===== src/rtl/rlsecbuf_pkg.sv =====
// Shared constants and helpers for the RL11 single-sector write-back buffer.
// State encodings are plain constants so older tools can consume them.
package rlsecbuf_pkg;

  localparam logic [2:0] ST_IDLE   = 3'd0;
  localparam logic [2:0] ST_LOOKUP = 3'd1;
  localparam logic [2:0] ST_WB     = 3'd2;
  localparam logic [2:0] ST_FILL   = 3'd3;
  localparam logic [2:0] ST_ACCESS = 3'd4;
  localparam logic [2:0] ST_RESP   = 3'd5;

  localparam int LOGSECT_DEF = 8;

  function automatic int wps_of(input int logsect);
    return 1 << (logsect - 2);
  endfunction

  // Little-endian lanes: half=0 is bits [15:0], half=1 is bits [31:16].
  function automatic logic [15:0] lane_sel(input logic [31:0] word, input logic half);
    return half ? word[31:16] : word[15:0];
  endfunction

  function automatic logic [1:0] lane_we(input logic half);
    return half ? 2'b10 : 2'b01;
  endfunction

endpackage


===== src/rtl/rlsecbuf_ram.sv =====
// Sector store: synchronous-read RAM of 32-bit words with per-half write enables.
module rlsecbuf_ram #(
  parameter int AW = 6
) (
  input  logic          clk,
  input  logic [AW-1:0] addr_i,
  input  logic [1:0]    we_i,
  input  logic [31:0]   wdata_i,
  output logic [31:0]   rdata_o
);

  logic [31:0] mem_q [0:(1<<AW)-1];

  always_ff @(posedge clk) begin
    if (we_i[0]) mem_q[addr_i][15:0]  <= wdata_i[15:0];
    if (we_i[1]) mem_q[addr_i][31:16] <= wdata_i[31:16];
    rdata_o <= mem_q[addr_i];
  end

endmodule


===== src/rtl/rlsecbuf.sv =====
// Single-sector write-back buffer: turns RL11 16-bit word accesses into
// whole-sector 32-bit bursts on the backing-store port.
module rlsecbuf
  import rlsecbuf_pkg::*;
#(
  parameter int LOGSECT = LOGSECT_DEF
) (
  input  logic        clk,
  input  logic        busrst_n,
  input  logic        rlmemreq,
  input  logic        rlmemwr,
  input  logic [31:0] rlmemaddr,
  input  logic [15:0] rlmemwdata,
  output logic        rlmemack,
  output logic [15:0] rlmemrdata,
  output logic        bsreq,
  output logic        bswr,
  output logic [31:0] bsaddr,
  output logic [31:0] bswdata,
  input  logic        bsack,
  input  logic [31:0] bsrdata,
  input  logic        flush,
  output logic        busy
);

  localparam int IW  = LOGSECT - 2;
  localparam int WPS = wps_of(LOGSECT);
  localparam int TW  = 32 - LOGSECT;
  localparam logic [IW:0] CNT_END = (IW+1)'(WPS);

  logic [2:0]    state_q, state_d;
  logic          valid_q, valid_d, dirty_q, dirty_d;
  logic [TW-1:0] tag_q, tag_d;
  logic          req_pend_q, req_pend_d, flush_pend_q, flush_pend_d;
  logic          wb_flush_q, wb_flush_d;
  logic [31:0]   addr_q, addr_d;
  logic          wr_q, wr_d;
  logic [15:0]   wdata_q, wdata_d;
  logic [IW:0]   cnt_q, cnt_d;
  logic          prime_q, prime_d, out_q, out_d;
  logic          ack_q, ack_d, bsreq_q, bsreq_d, bswr_q, bswr_d, busy_q, busy_d;
  logic [15:0]   rdata_q, rdata_d;
  logic [31:0]   bsaddr_q, bsaddr_d, bswdata_q, bswdata_d;

  logic [IW-1:0] ram_addr_s;
  logic [1:0]    ram_we_s;
  logic [31:0]   ram_wdata_s, ram_rdata_s;
  logic          hit_s, bs_ack_s, unused_ok_s;

  assign unused_ok_s = rlmemaddr[0];
  assign hit_s    = valid_q && (tag_q == addr_q[31:LOGSECT]);
  // An ack with nothing outstanding (e.g. straggler after reset) is ignored.
  assign bs_ack_s = bsack && out_q;

  rlsecbuf_ram #(.AW(IW)) u_ram (
    .clk     (clk),
    .addr_i  (ram_addr_s),
    .we_i    (ram_we_s),
    .wdata_i (ram_wdata_s),
    .rdata_o (ram_rdata_s)
  );

  // Next-state logic for the FSM, burst engine and request latches.
  always_comb begin
    state_d = state_q;  valid_d = valid_q;  dirty_d = dirty_q;  tag_d = tag_q;
    req_pend_d = req_pend_q;  flush_pend_d = flush_pend_q;  wb_flush_d = wb_flush_q;
    addr_d = addr_q;  wr_d = wr_q;  wdata_d = wdata_q;
    cnt_d = cnt_q;  prime_d = prime_q;  out_d = out_q;
    ack_d = 1'b0;  bsreq_d = 1'b0;  bswr_d = bswr_q;  rdata_d = rdata_q;
    bsaddr_d = bsaddr_q;  bswdata_d = bswdata_q;
    ram_addr_s  = addr_q[LOGSECT-1:2];
    ram_we_s    = 2'b00;
    ram_wdata_s = {wdata_q, wdata_q};

    if (rlmemreq) begin
      req_pend_d = 1'b1;
      addr_d     = rlmemaddr;
      wr_d       = rlmemwr;
      wdata_d    = rlmemwdata;
    end else begin
      req_pend_d = req_pend_q;
    end
    if (flush) flush_pend_d = 1'b1;
    else       flush_pend_d = flush_pend_q;

    case (state_q)
      ST_IDLE: begin
        if (rlmemreq || req_pend_q) begin
          state_d    = ST_LOOKUP;
          req_pend_d = 1'b0;
        end else if (flush_pend_q) begin
          flush_pend_d = flush;
          if (dirty_q) begin
            state_d    = ST_WB;
            wb_flush_d = 1'b1;
            cnt_d      = '0;
            prime_d    = 1'b1;
          end else begin
            state_d = ST_IDLE;
          end
        end else begin
          state_d = ST_IDLE;
        end
      end
      ST_LOOKUP: begin
        if (hit_s) begin
          state_d = ST_ACCESS;
        end else if (dirty_q) begin
          state_d    = ST_WB;
          wb_flush_d = 1'b0;
          cnt_d      = '0;
          prime_d    = 1'b1;
        end else begin
          state_d = ST_FILL;
          cnt_d   = '0;
        end
      end
      // Each word needs one idle cycle (prime) for the synchronous RAM read.
      ST_WB: begin
        ram_addr_s = cnt_q[IW-1:0];
        if (bs_ack_s) begin
          out_d   = 1'b0;
          cnt_d   = cnt_q + (IW+1)'(1);
          prime_d = 1'b1;
        end else if (out_q) begin
          out_d = 1'b1;
        end else if (prime_q) begin
          prime_d = 1'b0;
        end else if (cnt_q == CNT_END) begin
          dirty_d = 1'b0;
          if (wb_flush_q) begin
            state_d = ST_IDLE;
          end else begin
            state_d = ST_FILL;
            cnt_d   = '0;
          end
        end else begin
          bsreq_d   = 1'b1;
          bswr_d    = 1'b1;
          bsaddr_d  = {tag_q, cnt_q[IW-1:0], 2'b00};
          bswdata_d = ram_rdata_s;
          out_d     = 1'b1;
        end
      end
      ST_FILL: begin
        if (bs_ack_s) begin
          ram_addr_s  = cnt_q[IW-1:0];
          ram_we_s    = 2'b11;
          ram_wdata_s = bsrdata;
          out_d       = 1'b0;
          cnt_d       = cnt_q + (IW+1)'(1);
        end else if (out_q) begin
          out_d = 1'b1;
        end else if (cnt_q == CNT_END) begin
          valid_d = 1'b1;
          tag_d   = addr_q[31:LOGSECT];
          state_d = ST_ACCESS;
        end else begin
          bsreq_d  = 1'b1;
          bswr_d   = 1'b0;
          bsaddr_d = {addr_q[31:LOGSECT], cnt_q[IW-1:0], 2'b00};
          out_d    = 1'b1;
        end
      end
      ST_ACCESS: begin
        state_d = ST_RESP;
        ack_d   = 1'b1;
        if (wr_q) begin
          ram_we_s = lane_we(addr_q[1]);
          dirty_d  = 1'b1;
        end else begin
          rdata_d = lane_sel(ram_rdata_s, addr_q[1]);
        end
      end
      ST_RESP: begin
        state_d = ST_IDLE;
      end
      default: begin
        state_d = ST_IDLE;
      end
    endcase

    busy_d = (state_d != ST_IDLE) || req_pend_d || flush_pend_d;
  end

  // State registers with synchronous active-low reset.
  always_ff @(posedge clk) begin
    if (!busrst_n) begin
      state_q <= ST_IDLE;  valid_q <= 1'b0;  dirty_q <= 1'b0;  tag_q <= '0;
      req_pend_q <= 1'b0;  flush_pend_q <= 1'b0;  wb_flush_q <= 1'b0;
      addr_q <= '0;  wr_q <= 1'b0;  wdata_q <= '0;
      cnt_q <= '0;  prime_q <= 1'b0;  out_q <= 1'b0;
      ack_q <= 1'b0;  bsreq_q <= 1'b0;  bswr_q <= 1'b0;  busy_q <= 1'b0;
      rdata_q <= '0;  bsaddr_q <= '0;  bswdata_q <= '0;
    end else begin
      state_q <= state_d;  valid_q <= valid_d;  dirty_q <= dirty_d;  tag_q <= tag_d;
      req_pend_q <= req_pend_d;  flush_pend_q <= flush_pend_d;  wb_flush_q <= wb_flush_d;
      addr_q <= addr_d;  wr_q <= wr_d;  wdata_q <= wdata_d;
      cnt_q <= cnt_d;  prime_q <= prime_d;  out_q <= out_d;
      ack_q <= ack_d;  bsreq_q <= bsreq_d;  bswr_q <= bswr_d;  busy_q <= busy_d;
      rdata_q <= rdata_d;  bsaddr_q <= bsaddr_d;  bswdata_q <= bswdata_d;
    end
  end

  assign rlmemack   = ack_q;
  assign rlmemrdata = rdata_q;
  assign bsreq      = bsreq_q;
  assign bswr       = bswr_q;
  assign bsaddr     = bsaddr_q;
  assign bswdata    = bswdata_q;
  assign busy       = busy_q;

endmodule


===== config.mk =====
export PLATFORM = sky130hd
export DESIGN_NAME = rlsecbuf
export DESIGN_NICKNAME = d
export VERILOG_FILES = /design/src/rtl/rlsecbuf_pkg.sv /design/src/rtl/rlsecbuf_ram.sv /design/src/rtl/rlsecbuf.sv
export SDC_FILE = /design/constraint.sdc
export NUM_CORES = 2
export LEC_CHECK = 0
export ABC_AREA = 1
export CAP_MARGIN = 40
export CORE_MARGIN = 5
export CORE_UTILIZATION = 35
export DETAILED_ROUTE_END_ITERATION = 12
export RECOVER_POWER = 50
export REMOVE_ABC_BUFFERS = 1
export SLEW_MARGIN = 10
export SYNTH_ARGS = -nofsm -noshare
export SYNTH_HDL_FRONTEND = slang
export SYNTH_SLANG_ARGS = --single-unit
export TNS_END_PERCENT = 30

===== constraint.sdc =====
create_clock -name clk -period 3.1 [get_ports clk]
set_input_delay 0.31 -clock clk [delete_from_list [all_inputs] [get_ports clk]]
set_output_delay 0.31 -clock clk [all_outputs]
set_load 0.01 [all_outputs]

==> impl_metrics.yaml <==
timing:
  worst_slew_pin_slew_ns: 1.138
  hold_viol: 0
  final-setup-viol-count: 0
  max_slew_margin_pct: 24.16
  skew_ns: 0.07206
  fmax_mhz: 328.8
  finalWorstSetupSlack_ns: 0.05848
  maxSlewViolCount: 0
  post-route-period-util_pct: 98.11
  fin_crit_ns: 3.042
  timing.hold.ws_ns: 0.06222
  grt_setup_unrepaired: "yes"
logic_synthesis:
  yosys_warnings: 0
  synthCells: 9258
  ys.flop_type: "edfxtp_1"
  synthAdderAreaFrac_pct: 0.02574
  synth_edf_count: 2048
  ys_ff_latch: 2251
  synth_top_cell_by_area: "edfxtp_1"
  synth-simple-area-share_pct: 21.50
  synthXorXnorAreaFrac_pct: 0.1261
  seq_area_frac_synth_pct: 67.45
  synth-compound-area-share_pct: 2.801
  synth-async-reset-ratio_pct: 0
  synth_top_family_by_area: "simple AND/OR/NAND/NOR gates"
  syn_area_mm2: 0.09720
  synth_area_leaders: "edfxtp_1, nand2_1, inv_1"
  synth.distinct_cells: 36
  synth.top_cell.area_share_pct: 63.27
  postSynthAreaPerCell_um2: 10.50
  synthMuxAreaShare_pct: 0
clock_tree:
  clkLatencyLatePin_ns: 0.90
  clk_path_buf_depth: 3
  path_clk_slew_ns: 0.06
  numCtsBuffers: 230
  root_buffer: "clkbuf_16"
  cts_tree: "yes"
  htreeDepth: 4
  clkSinkCount: 2251
placement:
  place_congestion: 0.8636
  port_buffers: 166
  dp_hpwl_mm: 184.4
  place_area_mm2: 0.1106
  post-place-ws_ns: -0.8345
layout:
  final_common_cell: "nand2_1"
  fin_nets: 9931
  syn_to_final_growth_pct: 21.94
  finish.instance_area_mm2: 0.1185
  layout.cells.most_common_list: "nand2_1, edfxtp_1, inv_1"
  drive_gt1_share_pct: 12.37
setup_path:
  cp-end-kind: "flop"
  critical_path_buf_inv_count: 5
  critical_path_class: "reg -> reg"
  crit_fanout: 32
  crit_chain: "nor2_1, inv_1, nor2_1, inv_1, nor2_1, inv_1, nor2_1, nor2_4, buf_12, nor3_2, buf_6"
  cp_top_family: "simple AND/OR/NAND/NOR gates"
  slowest_delay_ns: 0.39
  worstPathRequired_ns: 3.67
  crit_path_start_kind: "flop"
  worstPathArrival_ns: 3.62
  crit_slowest_cell: "dfxtp_1"
  cpMostUsedCell: "nor2_1"
routing:
  wirelength_mm: 288.4
  drt_iter0_drc: 6771
  wire_per_inst_um: 20.98
  drtPass1Iterations: 6
  route.vias.total: 68030
  drtAntennaViolNets: 0
  drcViolationCount: 0
  viasPerCell: 4.948
power_and_ir_drop:
  p_per_area_mw_per_mm2: 626.2
  power.leakage_uw: 0.04798
  max-vdd-ir-drop_uv: 505.8
floorplanning:
  row_count: 193
  start_util_pct: 35.16
  die-area_mm2: 0.2884
  io_pins: 170
  die_h_um: 537
  coreArea_mm2: 0.2765
  die_x_um: 537
global_routing:
  grt_first_pass_wirelength_mm: 421.5
  grt_overflow: 0
  antenna_found_initial: 7
  grt_max_degree: 108
  groute.usage.overall_pct: 19.40
  grt_pass1_vias: 65680
outcome:
  outcome: "completed"
flow_run:
  cap_violations: 0
min_path:
  min_path_type: "in -> reg"
==> path summary, 6_finish.rpt <==
kind | from | to | slack [ns] | cells after the start
setup / recovery | state_q[0]$_SDFF_PN0_ | u_ram.mem_q[40][3]$_DFFE_PP_ | 0.06 | 11
hold reg to reg | rlmemrdata[11]$_SDFFE_PN0P_ | rlmemrdata[11]$_SDFFE_PN0P_ | 0.46 | 2
hold / removal | rlmemaddr[12] | addr_q[12]$_SDFFE_PN0P_ | 0.06 | 3
setup reg to reg | state_q[0]$_SDFF_PN0_ | u_ram.mem_q[40][3]$_DFFE_PP_ | 0.06 | 11
==> flip-flops by register name, indices dropped and copies added (netlist names) <==
register	cells
out_q	1
req_pend_q	1
busy	1
u_ram.rdata_o	32
addr_q	31
flush_pend_q	1
wdata_q	16
rlmemack	1
bsreq	1
valid_q	1
cnt_q	7
u_ram.mem_q	2048
bsaddr	30
bswr	1
wr_q	1
rlmemrdata	16
prime_q	1
wb_flush_q	1
tag_q	24
dirty_q	1
bswdata	32
state_q	3
==> stage by stage <==
stage | util, % | power [uW] | setup TNS, ns | cells
after floorplan | - | 40520 | - | 8726
after global placement | 40.00 | 46280 | -380.17 | 13280
after detailed placement | 40.01 | 46410 | -405.87 | 13290
after CTS | 42.95 | 74770 | 0 | 13740
after global routing | 42.87 | 76800 | -4.164 | 13750
final | 42.87 | 74220 | 0 | 13750
==> where the power goes <==
part | total [uW] | internal [uW] | switching (uW) | leakage (uW)
sequential | 34500 | 33800 | 682 | 0.0204
clock | 28500 | 16500 | 12000 | 0.00378
combinational | 11300 | 3670 | 7610 | 0.0238
==> cells in the mapped netlist (12+ instances only) <==
| cell type | number |
|---|---|
| nand2_1 | 2271 |
| buf_2 | 227 |
| nand4_1 | 37 |
| nor2_1 | 248 |
| o21ai_1 | 224 |
| o22ai_1 | 15 |
| o21ai_0 | 157 |
| a21oi_1 | 122 |
| nand3_1 | 1058 |
| nor3_1 | 133 |
| buf_1 | 12 |
| clkbuf_1 | 289 |
| dfxtp_1 | 203 |
| inv_1 | 1467 |
| nand3b_1 | 673 |
| edfxtp_1 | 2048 |
==> layer usage <==
layer | share of wire (%) | global-route usage (%)
met1 | 41 | 25.03
met5 | 0.0024 | 0
met4 | 4.3 | 7.804
met3 | 6.4 | 2.543
met2 | 49 | 33.11
==> cell families after synthesis <==
| family | after synthesis |
|---|---|
| AND/OR/NAND/NOR | 4443 |
| flip-flops | 2251 |
| buffers and inverters | 2016 |
| AO/OA/AOI/OAI | 531 |
| XOR/XNOR | 14 |
| adder cells (fa/ha/maj) | 2 |
| other | 1 |
==> final cells by class <==
| cell class | count | area [um2] |
|---|---|---|
| Timing Repair Buffer | 885 | 10300 |
| Clock inverter | 153 | 1642 |
| Tap cell | 3705 | 4636 |
| Antenna cell | 2 | 5.005 |
| Clock buffer | 277 | 6140 |
| Multi-Input combinational cell | 4992 | 24660 |
| Fill cell | 25490 | 158000 |
| Sequential cell | 2251 | 65570 |
| Inverter | 1483 | 5582 |
==> worst register-to-register path, delay by kind of cell (launching register included) <==
kind / cells / cell delay [ns]
DFF: 1 / 0.39
buffers and inverters: 5 / 1.02
and+or+nand+nor: 6 / 1.32
==> repair_timing <==
item,CTS,global route
hold buffers,26,0
setup endpoints to repair,13,115
cloned,0,2
resized for setup,21,21
endpoints found under the hold margin,71,0
pin swaps,0,4
buffers inserted,0,3
Power figures use the tool's default switching activity.
